===== src/rtl/nes_mem_arb_pkg.sv =====
// Shared types and constants for the NES multi-port DDR3 front end.
package nes_mem_arb_pkg;

    typedef enum logic [1:0] {
        ST_INIT = 2'd0,
        ST_IDLE = 2'd1,
        ST_WAIT = 2'd2
    } state_e;

    typedef enum logic [1:0] {
        CMD_RD  = 2'd0,
        CMD_WR  = 2'd1,
        CMD_REF = 2'd2
    } cmd_e;

    localparam int unsigned MIN_WAIT       = 2;
    localparam logic [7:0]  TIMEOUT_RD_VAL = 8'hFF;

endpackage


===== src/rtl/nes_mem_arbiter_rr_arbiter.sv =====
// Combinational round-robin picker: first pending index at or after the pointer,
// wrapping. The pointer itself lives in the parent.
module rr_arbiter #(
    parameter int unsigned NPORTS = 3,
    parameter int unsigned IW     = $clog2(NPORTS)
) (
    input  logic [NPORTS-1:0] i_pend,
    input  logic [IW-1:0]     i_ptr,
    output logic [NPORTS-1:0] o_gnt_c,
    output logic [IW-1:0]     o_idx_c,
    output logic              o_valid_c
);

    always_comb begin
        int unsigned k;
        k         = 0;
        o_gnt_c   = '0;
        o_idx_c   = '0;
        o_valid_c = 1'b0;
        for (int unsigned i = 0; i < NPORTS; i++) begin
            k = 32'(i_ptr) + i;
            if (k >= NPORTS) begin
                k = k - NPORTS;
            end
            if (!o_valid_c && i_pend[IW'(k)]) begin
                o_valid_c        = 1'b1;
                o_gnt_c[IW'(k)]  = 1'b1;
                o_idx_c          = IW'(k);
            end
        end
    end

endmodule


===== src/rtl/nes_mem_arbiter.sv =====
// Multi-port byte client front end for ddr3_controller: sticky request slots,
// refresh priority, round-robin grant, busy/data_ready completion tracking.
// Optional watchdog enabled by defining MEM_ARB_TIMEOUT_EN.
module nes_mem_arbiter
    import nes_mem_arb_pkg::*;
#(
    parameter int unsigned NPORTS  = 3,
    parameter int unsigned AW      = 22,
    parameter int unsigned MAW     = 26,
    parameter int unsigned TIMEOUT = 63
) (
    input  logic                 clk,
    input  logic                 resetn,
    input  logic [NPORTS-1:0]    req,
    input  logic [NPORTS-1:0]    we,
    input  logic [NPORTS*AW-1:0] addr,
    input  logic [NPORTS*8-1:0]  din,
    output logic [NPORTS*8-1:0]  dout,
    output logic [NPORTS-1:0]    ack,
    output logic [NPORTS-1:0]    pending,
    input  logic                 refresh,
    input  logic                 lane_hi,
    output logic                 ready,
    output logic                 timeout_err,
    output logic [MAW-1:0]       mem_addr,
    output logic                 mem_rd,
    output logic                 mem_wr,
    output logic                 mem_refresh,
    output logic [15:0]          mem_din,
    input  logic [15:0]          mem_dout,
    input  logic                 mem_busy,
    input  logic                 mem_data_ready
);

    localparam int unsigned IW = $clog2(NPORTS);
`ifdef MEM_ARB_TIMEOUT_EN
    localparam int unsigned CW = ($clog2(TIMEOUT + 1) > 6) ? $clog2(TIMEOUT + 1) : 6;
`else
    localparam int unsigned CW = 2;
`endif

    if (NPORTS < 2 || NPORTS > 8 || MAW < AW || TIMEOUT < MIN_WAIT) begin : g_bad_cfg
        $error("nes_mem_arbiter: unsupported parameter set");
    end

    state_e            r_state, w_state_nxt;
    logic [NPORTS-1:0] r_vld, r_we, r_ack;
    logic [AW-1:0]     r_addr [NPORTS];
    logic [7:0]        r_din  [NPORTS];
    logic [7:0]        r_dout [NPORTS];
    logic              r_ref_vld, r_ready;
    logic [IW-1:0]     r_ptr, r_port;
    cmd_e              r_kind;
    logic [CW-1:0]     r_wcnt;
    logic [MAW-1:0]    r_mem_addr;
    logic              r_mem_rd, r_mem_wr, r_mem_refresh;
    logic [15:0]       r_mem_din;

    logic [NPORTS-1:0] w_gnt;
    logic [IW-1:0]     w_idx;
    logic              w_arb_vld, w_issue_ref, w_issue_cli, w_done, w_tmo;
    logic              w_sel_we;
    logic [AW-1:0]     w_sel_addr;
    logic [7:0]        w_sel_din, w_lane_byte;

    rr_arbiter #(.NPORTS(NPORTS), .IW(IW)) u_rr (
        .i_pend    (r_vld),
        .i_ptr     (r_ptr),
        .o_gnt_c   (w_gnt),
        .o_idx_c   (w_idx),
        .o_valid_c (w_arb_vld)
    );

    // Mux out the winning slot's payload.
    always_comb begin
        w_sel_we   = 1'b0;
        w_sel_addr = '0;
        w_sel_din  = '0;
        for (int p = 0; p < NPORTS; p++) begin
            if (w_gnt[p]) begin
                w_sel_we   = r_we[p];
                w_sel_addr = r_addr[p];
                w_sel_din  = r_din[p];
            end
        end
    end

    assign w_lane_byte = lane_hi ? mem_dout[15:8] : mem_dout[7:0];

    always_ff @(posedge clk or negedge resetn) begin
        if (!resetn) begin
            r_state <= ST_INIT;
        end else begin
            r_state <= w_state_nxt;
        end
    end

    always_comb begin
        w_state_nxt = r_state;
        w_issue_ref = 1'b0;
        w_issue_cli = 1'b0;
        w_done      = 1'b0;
        w_tmo       = 1'b0;
        case (r_state)
            ST_INIT: begin
                if (!mem_busy) begin
                    w_state_nxt = ST_IDLE;
                end
            end
            ST_IDLE: begin
                if (r_ref_vld) begin
                    w_issue_ref = 1'b1;
                    w_state_nxt = ST_WAIT;
                end else if (w_arb_vld) begin
                    w_issue_cli = 1'b1;
                    w_state_nxt = ST_WAIT;
                end
            end
            ST_WAIT: begin
                // Reads finish on data_ready; writes/refresh once busy has had time to assert and drop.
                if (r_kind == CMD_RD) begin
                    w_done = mem_data_ready;
                end else begin
                    w_done = !mem_busy && (r_wcnt >= CW'(MIN_WAIT));
                end
`ifdef MEM_ARB_TIMEOUT_EN
                w_tmo = !w_done && (r_wcnt == CW'(TIMEOUT));
`endif
                if (w_done || w_tmo) begin
                    w_state_nxt = ST_IDLE;
                end
            end
            default: w_state_nxt = ST_INIT;
        endcase
    end

    // Client request slots: capture when empty, cleared on grant.
    always_ff @(posedge clk or negedge resetn) begin
        if (!resetn) begin
            r_vld <= '0;
            r_we  <= '0;
            for (int p = 0; p < NPORTS; p++) begin
                r_addr[p] <= '0;
                r_din[p]  <= '0;
            end
        end else begin
            for (int p = 0; p < NPORTS; p++) begin
                if (w_issue_cli && w_gnt[p]) begin
                    r_vld[p] <= 1'b0;
                end else if (req[p] && !r_vld[p]) begin
                    r_vld[p]  <= 1'b1;
                    r_we[p]   <= we[p];
                    r_addr[p] <= addr[p*AW +: AW];
                    r_din[p]  <= din[p*8 +: 8];
                end
            end
        end
    end

    always_ff @(posedge clk or negedge resetn) begin
        if (!resetn) begin
            r_ref_vld <= 1'b0;
        end else if (w_issue_ref) begin
            r_ref_vld <= 1'b0;
        end else if (refresh) begin
            r_ref_vld <= 1'b1;
        end
    end

    // Backend command issue and outstanding-transaction bookkeeping.
    always_ff @(posedge clk or negedge resetn) begin
        if (!resetn) begin
            r_mem_rd      <= 1'b0;
            r_mem_wr      <= 1'b0;
            r_mem_refresh <= 1'b0;
            r_mem_addr    <= '0;
            r_mem_din     <= '0;
            r_kind        <= CMD_RD;
            r_port        <= '0;
            r_ptr         <= '0;
            r_ready       <= 1'b0;
        end else begin
            r_mem_rd      <= 1'b0;
            r_mem_wr      <= 1'b0;
            r_mem_refresh <= 1'b0;
            r_ready       <= (w_state_nxt != ST_INIT);
            if (w_issue_ref) begin
                r_mem_refresh <= 1'b1;
                r_kind        <= CMD_REF;
            end else if (w_issue_cli) begin
                r_mem_rd   <= !w_sel_we;
                r_mem_wr   <= w_sel_we;
                r_mem_addr <= MAW'(w_sel_addr);
                r_mem_din  <= {w_sel_din, w_sel_din};
                r_kind     <= w_sel_we ? CMD_WR : CMD_RD;
                r_port     <= w_idx;
                r_ptr      <= (w_idx == IW'(NPORTS - 1)) ? '0 : w_idx + IW'(1);
            end
        end
    end

    always_ff @(posedge clk or negedge resetn) begin
        if (!resetn) begin
            r_wcnt <= '0;
        end else if (w_issue_ref || w_issue_cli) begin
            r_wcnt <= '0;
        end else if (r_state == ST_WAIT && r_wcnt != '1) begin
            r_wcnt <= r_wcnt + CW'(1);
        end
    end

    // Completion: ack pulse and read-data capture.
    always_ff @(posedge clk or negedge resetn) begin
        if (!resetn) begin
            r_ack <= '0;
            for (int p = 0; p < NPORTS; p++) begin
                r_dout[p] <= '0;
            end
        end else begin
            r_ack <= '0;
            for (int p = 0; p < NPORTS; p++) begin
                if ((w_done || w_tmo) && r_kind != CMD_REF && r_port == IW'(p)) begin
                    r_ack[p] <= 1'b1;
                    if (r_kind == CMD_RD) begin
                        r_dout[p] <= w_tmo ? TIMEOUT_RD_VAL : w_lane_byte;
                    end
                end
            end
        end
    end

`ifdef MEM_ARB_TIMEOUT_EN
    logic r_terr;
    always_ff @(posedge clk or negedge resetn) begin
        if (!resetn) begin
            r_terr <= 1'b0;
        end else if (w_tmo) begin
            r_terr <= 1'b1;
        end
    end
    assign timeout_err = r_terr;
`else
    assign timeout_err = 1'b0;
`endif

    for (genvar g = 0; g < NPORTS; g++) begin : g_dout
        assign dout[g*8 +: 8] = r_dout[g];
    end

    assign ack         = r_ack;
    assign pending     = r_vld;
    assign ready       = r_ready;
    assign mem_addr    = r_mem_addr;
    assign mem_rd      = r_mem_rd;
    assign mem_wr      = r_mem_wr;
    assign mem_refresh = r_mem_refresh;
    assign mem_din     = r_mem_din;

endmodule


===== config.mk =====
export PLATFORM = sky130hd
export DESIGN_NAME = nes_mem_arbiter
export DESIGN_NICKNAME = d
export VERILOG_FILES = /design/src/rtl/nes_mem_arb_pkg.sv /design/src/rtl/nes_mem_arbiter_rr_arbiter.sv /design/src/rtl/nes_mem_arbiter.sv
export SDC_FILE = /design/constraint.sdc
export NUM_CORES = 1
export LEC_CHECK = 0
export BUFFER_PORTS_ARGS = -buffer_cell sky130_fd_sc_hd__buf_2
export CAP_MARGIN = 20
export CORE_MARGIN = 2
export CORE_UTILIZATION = 45
export DETAILED_ROUTE_END_ITERATION = 8
export PLACE_DENSITY = 0.69
export SKIP_LAST_GASP = 1
export SYNTH_ARGS = -nofsm -noshare
export SYNTH_HDL_FRONTEND = slang
export SYNTH_SLANG_ARGS = --single-unit

===== constraint.sdc =====
create_clock -name clk -period 3 [get_ports clk]
set_clock_uncertainty 0.15 [all_clocks]
set_input_delay 0.15 -clock clk [delete_from_list [all_inputs] [get_ports clk]]
set_output_delay 0.15 -clock clk [all_outputs]
set_load 0.01 [all_outputs]

==> results of run 1 <==
-- cell usage in the layout, fill, tap and decap left out, types with 4 or more instances in the layout --
master | synthesis | routed
a21oi_1 | 37 | 36
buf_12 | 0 | 11
buf_2 | 17 | 188
buf_4 | 13 | 28
clkbuf_16 | 0 | 21
clkinvlp_4 | 0 | 5
conb_1 | 1 | 5
dfrtp_1 | 168 | 167
dlygate4sd3_1 | 0 | 115
ha_1 | 6 | 4
inv_1 | 12 | 11
mux2_1 | 19 | 19
mux2_2 | 106 | 106
nand2_1 | 22 | 22
nand2b_1 | 5 | 5
nand3_1 | 5 | 5
nor2_1 | 21 | 18
nor2b_1 | 6 | 6
nor3_1 | 4 | 4
o21ai_0 | 9 | 9
o221ai_1 | 32 | 31
o22ai_1 | 60 | 60
or3_1 | 30 | 30
-- per-layer routing --
metal  global-route usage [%]  vias up  share of wire, %
met5                        0        -                 0
met4                    7.813        0               2.8
met3                    6.040       62               6.7
met2                    41.51      282                50
met1                    29.47     3392                40
li1                         -     3042                 -
-- sequential cells by signal, indices dropped and copies added (netlist names), 3 cells and up --
name,flops
dout,24
pending,3
mem_din,8
r_din,24
r_addr,66
mem_addr,22
ack,3
r_we,3
-- power by group --
part           switching [mW]  internal [mW]
Sequential              0.643           3.24
Clock                   0.905           1.18
Combinational            2.40           2.17
-- critical path, cell delays in order (launching register included) --
cell and delay (ns):
dfrtp_2 0.41, buf_4 0.15, ha_4 0.17, buf_12 0.13, nor2b_1 0.33, nand4_1 0.22
o221ai_2 0.33, nor2b_4 0.09, o211ai_4 0.21, buf_12 0.15, clkbuf_16 0.17, mux2_2 0.33
-- worst paths after layout --
check / to / slack [ns] / cells after the start
hold reg to reg: r_addr[20] / 0.33 / 1
max in group asynchronous: mem_addr[6] / 1.66 / 3
setup / recovery: r_addr[51] / 0.04 / 11
hold / removal: r_state[1] / 0.12 / 4
min in group asynchronous: mem_din[12] / 0.14 / 2
setup reg to reg: r_addr[51] / 0.04 / 11
-- cells by family (layout without fill, tap and decap cells) --
kind of cell | after synthesis | in the layout | synth area share (%)
DFF | 168 | 168 | 53.55
AOI/OAI and AO/OA | 163 | 163 | 14.06
muxes | 127 | 127 | 18.25
and+or+nand+nor | 111 | 112 | 7.890
buffers and inverters | 74 | 389 | 5.100
adders and majority gates | 7 | 7 | 1.100
other | 1 | 5 | 0.04777
-- layout make-up --
type	instances	area (sq um)	area share (%)
Sequential cell	168	4205	37.87
Multi-Input combinational cell	414	3382	30.46
Timing Repair Buffer	347	2634	23.72
Clock buffer	20	456.7	4.113
Tap cell	225	281.5	2.536
Clock inverter	10	98.84	0.8902
Inverter	12	45.04	0.4057
-- through the flow --
stage / instance area (sq um) / hold WS, ns / TNS (ns) / worst slack [ns]
finish: 11100 / 0.1183 / 0 / 0.04070
global route: 11100 / 0.1348 / -1.134 / -0.05469
CTS: 10840 / 0.1090 / 0 / 0.04333
detailed placement: 9138 / 0.03424 / 0 / 0.06359
global placement: 9138 / 0.03356 / 0 / 0.08583
floorplan: 7865 / -0.2956 / 0 / 0.2598
-- timing repair --
item	in CTS	in global routing
gates resized for setup	0	17
setup endpoints to repair	0	95
endpoints found under the hold margin	185	0
buffers inserted	0	7
hold buffers	115	0
==> impl_metrics.py, run 1 <==
metrics = {
    "floorplanning": {
        "die_y_microns": 136.1,
        "die_w_microns": 136.1,
        "initial_core_util_pct": 45.70,
        "die_area_sq_um": 18520,
        "rows": 48,
        "ios": 195,
        "core_area_sq_um": 17180,
    },
    "global_route": {
        "grt_usage_pct": 24.04,
        "first_global_vias": 6793,
        "grt_max_degree": 65,
        "grt_first_pass_wirelength_microns": 34740,
        "antenna_found_initial": 0,
        "gr-total-overflow": 0,
    },
    "yosys": {
        "yosys_warnings": 0,
        "synthArstFlopShare_pct": 100.0,
        "ys_ff_latch": 168,
        "yosys-top-cells-area": "dfrtp_1 (54%), mux2_2 (15%), o22ai_1 (4.8%)",
        "yosys.area.top_type": "dfrtp_1",
        "synth_common_cells": "dfrtp_1 (168), mux2_2 (106), o22ai_1 (60), a21oi_1 (37), o221ai_1 (32)",
        "synthCells": 651,
        "synth_most_common_cell": "dfrtp_1",
        "avgSynthCellArea_sq_um": 12.06,
        "syn-cell-area_sq_um": 7850,
        "synth-seq-area-share_pct": 53.55,
        "synth.distinct_cells": 54,
        "synth_top_area_share_pct": 53.55,
        "synth_ff_type": "dfrtp_1",
        "synth_edf_count": 0,
    },
    "drt": {
        "wl_per_cell_microns": 19.26,
        "dr.pass1.iters": 4,
        "routed_wl_microns": 23040,
        "drtIter0Drc": 385,
        "vias": 6778,
        "ant_nets": 0,
        "drc": 0,
        "vias_per_cell": 5.667,
    },
    "cts": {
        "cts_buffers": 17,
        "clk_latency_ns": 0.43,
        "cts_tree": "done",
        "clockBufferDepth": 2,
        "clkTransAtPathRegs_ns": 0.06,
        "numClockSinks": 168,
        "htreeDepth": 4,
        "cts-root-buf": "clkbuf_16",
    },
    "sta": {
        "hold_viol": 0,
        "tightest_slew_ns": 0.9007,
        "finalMaxSlewViolations": 0,
        "max_clock_freq_mhz": 337.9,
        "slew_headroom_pct": 39.89,
        "finalCriticalPeriod_ns": 2.959,
        "setup_viol_count_final": 0,
        "fin_crit_sh_pct": 98.64,
    },
    "pwr": {
        "p_leak_nw": 4.978,
        "power_mw": 10.54,
        "power.density_nw_per_um2": 949.1,
        "ir_drop_mv": 0.7389,
    },
    "placed_design": {
        "port_buffers": 189,
        "dp_cells": 1039,
        "place.gp.congestion": 0.9246,
        "dpl.hpwl_microns": 13780,
    },
    "final_layout": {
        "final_cells": 1196,
        "utilization_pct": 64.64,
        "fillers": 1311,
        "antenna_cells": 0,
        "areaGrowthSynthToFinish_pct": 41.44,
        "drive_above_1_share_pct": 40.58,
        "nets": 1084,
    },
    "setup_path": {
        "startpoint": "r_ptr[1]",
        "crit_fanout": 12,
        "worstPathRequired_ns": 3.16,
        "end_kind": "flop",
        "r2r_start": "r_ptr[1]",
        "cp-start-kind": "flop",
        "path_class": "flop to flop",
        "cp_data_arrival_time_ns": 3.12,
    },
    "outcome": {
        "status": "finished, final reports clean",
    },
    "worst_hold_path": {
        "hold_path.class": "input pin to flop",
        "worstHoldStart": "mem_data_ready",
    },
    "job": {
        "cap_violations": 0,
    },
}
Note: power is estimated with default switching activity, not from simulation.
==> run 2, diff against run 1 <==
--- a/config.mk
+++ b/config.mk
@@ -10,7 +10,7 @@
 export CORE_MARGIN = 2
 export CORE_UTILIZATION = 45
 export DETAILED_ROUTE_END_ITERATION = 8
-export PLACE_DENSITY = 0.69
+export PLACE_DENSITY = 0.66
 export SKIP_LAST_GASP = 1
 export SYNTH_ARGS = -nofsm -noshare
 export SYNTH_HDL_FRONTEND = slang
==> constraint.sdc (replaced) <==
create_clock -name clk -period 3.65 [get_ports clk]
set_clock_uncertainty 0.15 [all_clocks]
set_input_delay 0.1825 -clock clk [delete_from_list [all_inputs] [get_ports clk]]
set_output_delay 0.1825 -clock clk [all_outputs]
set_load 0.01 [all_outputs]
==> run 2 against run 1 <==
  * Cell area is 4.5% lower
  * Via count is 3.6% lower
  * Global-route usage is 0.10 points lower
  * Routed wire length is 5.8% lower
  * Cell count is 2.5% lower
==> impl_metrics.py, run 2 (synthesized netlist as in run 1, its figures left out) <==
metrics = {
    "global_route": {
        "grt_first_pass_wirelength_microns": 34400,
        "grt_usage_pct": 23.94,
        "gr-total-overflow": 0,
        "grt_max_degree": 84,
        "antenna_found_initial": 0,
        "first_global_vias": 6759,
    },
    "setup_path": {
        "path_cells": "inv_1 -> ha_1 -> mux2_4 -> or4_1 -> o31ai_1 -> nor2_4 -> buf_4 -> o221ai_1 -> o22ai_1",
        "cp-start-kind": "flop",
        "r2r_cells": 9,
        "r2r_start": "r_ptr[0]",
        "end_kind": "flop",
        "worstPathRequired_ns": 3.79,
        "critPathTopFamily": "simple AND/OR/NAND/NOR gates",
        "crit_buf_inv": 2,
        "critPathSlowestCell": "ha_1",
        "r2r_end": "mem_addr[13]",
        "crit_fanout": 32,
        "rrSetupSlack_ns": 0.34,
        "slowest_delay_ns": 0.51,
        "cp_data_arrival_time_ns": 3.46,
        "path_class": "flop to flop",
    },
    "pwr": {
        "seqPwrFrac_pct": 38.5,
        "power.density_nw_per_um2": 786.6,
        "p_int_mw": 5.261,
        "p_leak_nw": 4.774,
        "swShare_pct": 36.90,
        "p_sw_mw": 3.077,
        "ir_drop_mv": 0.4327,
        "power_mw": 8.338,
        "power.share.clock_pct": 21.1,
        "combPwrFrac_pct": 40.4,
    },
    "final_layout": {
        "antenna_cells": 0,
        "areaGrowthSynthToFinish_pct": 35.03,
        "drive_above_1_share_pct": 38.04,
        "nets": 1053,
        "largest_register_ffs": 66,
        "regMostFlops": "r_addr",
        "mostFrequentLayoutCells": "buf_2 (188), dfrtp_1 (168), dlygate4sd3_1 (107), mux2_2 (106), o22ai_1 (60)",
        "final_common_cell": "buf_2",
        "fillers": 1371,
    },
    "drt": {
        "routed_wl_microns": 21700,
        "dr.pass1.iters": 5,
        "vias": 6535,
        "drtIter0Drc": 369,
        "vias_per_cell": 5.605,
        "drc": 0,
        "ant_nets": 0,
        "wl_per_cell_microns": 18.61,
    },
    "floorplanning": {
        "ios": 195,
        "rows": 48,
        "die_w_microns": 136.1,
        "die_area_sq_um": 18520,
        "core_area_sq_um": 17180,
        "initial_core_util_pct": 45.70,
        "die_y_microns": 136.1,
    },
    "cts": {
        "cts-root-buf": "clkbuf_16",
        "postCtsSetupBuffers": 0,
        "cts_buffers": 17,
        "numClockSinks": 168,
        "htreeDepth": 4,
        "clkTransAtPathRegs_ns": 0.06,
        "clockBufferDepth": 2,
        "ctsResizeCount": 0,
        "cts_tree": "done",
        "clk_latency_ns": 0.42,
    },
    "placed_design": {
        "place.gp.congestion": 0.8576,
        "port_buffers": 189,
        "dpl.hpwl_microns": 14320,
        "dp_slack_ns": 0.3805,
    },
    "worst_hold_path": {
        "min_path_cells": 3,
        "hold_path.class": "input pin to flop",
        "hold-path-endpoint": "dout[17]",
        "worstHoldStart": "mem_dout[9]",
    },
    "sta": {
        "max_clock_freq_mhz": 301.9,
        "finalCriticalPeriod_ns": 3.313,
        "rsz0062_at_grt": "false",
        "hold_viol": 0,
        "finalMaxSlewViolations": 0,
        "setup_viol_count_final": 0,
        "fin_crit_sh_pct": 90.76,
        "slew_headroom_pct": 43.61,
        "tightest_slew_ns": 0.8438,
        "tns_ns": 0,
        "layout_setup_ws_ns": 0.3372,
    },
    "job": {
        "cap_violations": 0,
    },
    "outcome": {
        "status": "finished, final reports clean",
    },
}
run 2: cell types whose count changed in the layout (fill, tap and decap cells not counted), moves of 3 or more:
cell           previous run  this run
clkinvlp_4                5         1
clkinv_2                  1         4
dlygate4sd3_1           115       107
buf_4                    28        20
buf_12                   11         1
clkbuf_16                21        17
run 2: what timing repair did:
item                       in CTS  in global routing
setup endpoints to repair       0                  0
hold buffers                  107                  0
hold endpoints to repair      189                  0
run 2: area by class of cell:
cell class                 instances  area (sq um)  share of cell area (%)
clock inverter                     8         96.34                  0.9089
inverter                          12         45.04                  0.4249
multi-input combinational        413          3302                   31.15
tap                              225         281.5                   2.656
timing repair buffer             317          2193                   20.69
clock buffer                      23         478.0                   4.509
sequential                       168          4204                   39.66
run 2: worst max path at each step:
stage,from,to,cells after the start
floorplan,r_ptr[0],r_addr[62],10
global placement,r_ptr[0],mem_rd,9
detailed placement,r_ptr[0],mem_rd,9
CTS,r_ptr[0],mem_rd,9
global route,r_ptr[0],mem_addr[13],9
finish,r_ptr[0],mem_addr[13],9
run 2: stage by stage:
step	utilization [%]	cell area [sq um]	std cells	hold WS, ns
global route	61.71	10600	1166	0.006068
detailed placement	52.13	8955	1028	0.1382
CTS	61.71	10600	1166	0.002081
finish	61.71	10600	1166	0.01125
global placement	52.13	8955	1028	0.1222
floorplan	-	7865	655	-0.2631
run 2: tightest hold or removal path: cells and delay by family:
family   cells  cell delay, ns
mux          2            0.30
buf+inv      1            0.07
run 2: metal layers:
metal / up-vias / global-route usage (%) / routed length, microns
met5: - / 0 / 0
met4: 0 / 8.854 / 536
met3: 46 / 5.406 / 1324
met2: 274 / 40.54 / 10760
met1: 3234 / 30.03 / 9079
li1: 2981 / - / -
run 2: power by group through the flow:
stage,logic [mW],clock network [mW],registers [mW]
floorplan,2.22,0,3.14
global placement,3.13,0,3.17
detailed placement,3.24,0,3.22
CTS,3.35,1.78,3.19
global route,3.65,1.88,3.30
finish,3.37,1.76,3.21
==> run 3, diff against run 2 <==
--- a/config.mk
+++ b/config.mk
@@ -11,6 +11,7 @@
 export CORE_UTILIZATION = 45
 export DETAILED_ROUTE_END_ITERATION = 8
 export PLACE_DENSITY = 0.66
+export RECOVER_POWER = 50
 export SKIP_LAST_GASP = 1
 export SYNTH_ARGS = -nofsm -noshare
 export SYNTH_HDL_FRONTEND = slang
==> run 3 against run 2 <==
  * The run now ends with max-capacitance violations, max-slew violations left
  * Routed wire length about the same
  * Non-clock buffer count unchanged
  * Count of clock-buffer cells in the layout unchanged
  * First-iteration DRC count decreased by 6.2%
  * Cell count unchanged
  * Sequential power about the same
  * Setup slack about the same
  * Flip-flop and latch count unchanged
  * Total power decreased by 0.81%
  * Maximum frequency about the same
  * Die area unchanged
  * Highest routed layer unchanged
==> impl_metrics.py, run 3 (synthesized netlist as in run 1, its figures left out) <==
metrics = {
    "drt": {
        "ant_nets": 0,
        "wl_per_cell_microns": 18.60,
        "dr.pass1.iters": 5,
        "drtIter0Drc": 346,
        "vias_per_cell": 5.611,
        "routed_wl_microns": 21690,
        "vias": 6542,
        "drc": 0,
    },
    "sta": {
        "rsz0062_at_grt": "false",
        "finalMaxSlewViolations": 84,
        "slew_headroom_pct": -36.27,
        "tightest_slew_ns": 2.044,
        "setup_viol_count_final": 0,
        "max_clock_freq_mhz": 301.9,
        "finalCriticalPeriod_ns": 3.312,
        "layout_setup_ws_ns": 0.3375,
        "hold_viol": 0,
        "tns_ns": 0,
        "fin_crit_sh_pct": 90.75,
        "worst_hold_slack_ns": 0.01188,
    },
    "outcome": {
        "status": "finished with violations",
        "failed_checks": "max-capacitance violations, max-slew violations",
    },
    "global_route": {
        "grt_first_pass_wirelength_microns": 34400,
        "first_global_vias": 6759,
        "antenna_found_initial": 0,
        "grt_max_degree": 84,
        "grt_usage_pct": 23.94,
        "gr-total-overflow": 0,
    },
    "pwr": {
        "p_leak_nw": 4.585,
        "p_sw_mw": 3.077,
        "ir_drop_mv": 0.4319,
        "power.density_nw_per_um2": 787.6,
        "swShare_pct": 37.21,
        "seqPwrFrac_pct": 38.8,
        "power_mw": 8.271,
        "power.share.clock_pct": 21.2,
        "p_int_mw": 5.193,
        "combPwrFrac_pct": 39.9,
    },
    "floorplanning": {
        "rows": 48,
        "die_w_microns": 136.1,
        "initial_core_util_pct": 45.70,
        "die_y_microns": 136.1,
        "core_area_sq_um": 17180,
        "ios": 195,
        "die_area_sq_um": 18520,
    },
    "placed_design": {
        "dp_slack_ns": 0.3805,
        "port_buffers": 189,
        "place.gp.congestion": 0.8576,
        "dp_cells": 1028,
        "dpl.hpwl_microns": 14320,
        "placed_area_sq_um": 8955,
    },
    "final_layout": {
        "register_area_sq_um": 4204,
        "final_cells": 1166,
        "fillers": 1405,
        "mostFrequentLayoutCells": "dfrtp_1 (168), buf_2 (118), dlygate4sd3_1 (107), mux2_2 (106), clkbuf_1 (73)",
        "final_common_cell": "dfrtp_1",
        "drive_above_1_share_pct": 30.61,
        "multi_input_area_sq_um": 3302,
        "largest_register_ffs": 66,
        "stdcell_area_sq_um": 10500,
        "antenna_cells": 0,
        "areaGrowthSynthToFinish_pct": 33.77,
        "utilization_pct": 61.14,
        "regMostFlops": "r_addr",
        "nets": 1053,
    },
    "cts": {
        "htreeDepth": 4,
        "postCtsSetupBuffers": 0,
        "cts_buffers": 17,
        "clk_latency_ns": 0.42,
        "cts-root-buf": "clkbuf_16",
        "numClockSinks": 168,
        "clockBufferDepth": 2,
        "clkTransAtPathRegs_ns": 0.06,
        "cts_tree": "done",
    },
    "worst_hold_path": {
        "hold_path.class": "input pin to flop",
    },
    "setup_path": {
        "crit_fanout": 32,
        "cp_data_arrival_time_ns": 3.46,
        "end_kind": "flop",
        "cp-start-kind": "flop",
        "path_class": "flop to flop",
        "worstPathRequired_ns": 3.80,
    },
    "job": {
        "cap_violations": 1,
    },
}
-- run 3: cell count changes in the layout (fill, tap and decap cells not counted), sizes merged --
cell	delta
buf	-73
clkbuf	+73
-- run 3: path summary, 6_finish.rpt --
path,to,slack [ns],cells after the start,start
worst max-delay path,mem_addr[3],0.34,9,r_ptr[0]
worst min-delay path,dout[17],0.01,3,mem_dout[9]
worst max register to register,mem_addr[3],0.34,9,r_ptr[0]
worst min register to register,r_addr[20],0.33,1,r_addr[20]
max in group asynchronous,dout[18],0.96,3,resetn
min in group asynchronous,r_din[12],0.75,2,resetn
-- run 3: timing repair --
action | in CTS | in global routing
gates resized for setup | 0 | 0
hold endpoints to repair | 189 | 0
hold buffers | 107 | 0
-- run 3: cell type report --
cell class | count | share of cell area (%)
clock inverters | 8 | 0.9174
flip-flops and latches | 168 | 40.03
inverters | 12 | 0.4289
repair buffers | 317 | 19.95
clock buffers | 23 | 4.551
well taps | 225 | 2.681
multi-input cells | 413 | 31.44
-- run 3: layer usage --
metal,up-vias,wire (microns),GRT usage [%]
met5,-,0,0
met4,0,534,8.854
met3,45,1261,5.406
met2,251,10810,40.54
met1,3264,9083,30.03
li1,2982,-,-
-- run 3: critical path: stages, from the launching register on --
cell,delay (ns)
dfrtp_1,0.41
inv_1,0.10
ha_1,0.51
mux2_4,0.36
or4_1,0.51
o31ai_1,0.19
nor2_4,0.27
buf_4,0.32
o221ai_1,0.21
o22ai_1,0.12
-- run 3: power groups by stage --
stage	clock [mW]	sequential, mW	combinational (mW)
after floorplan	0	3.14	2.22
after global placement	0	3.17	3.13
after detailed placement	0	3.22	3.24
after CTS	1.78	3.19	3.35
after global routing	1.88	3.31	3.58
final	1.76	3.21	3.30
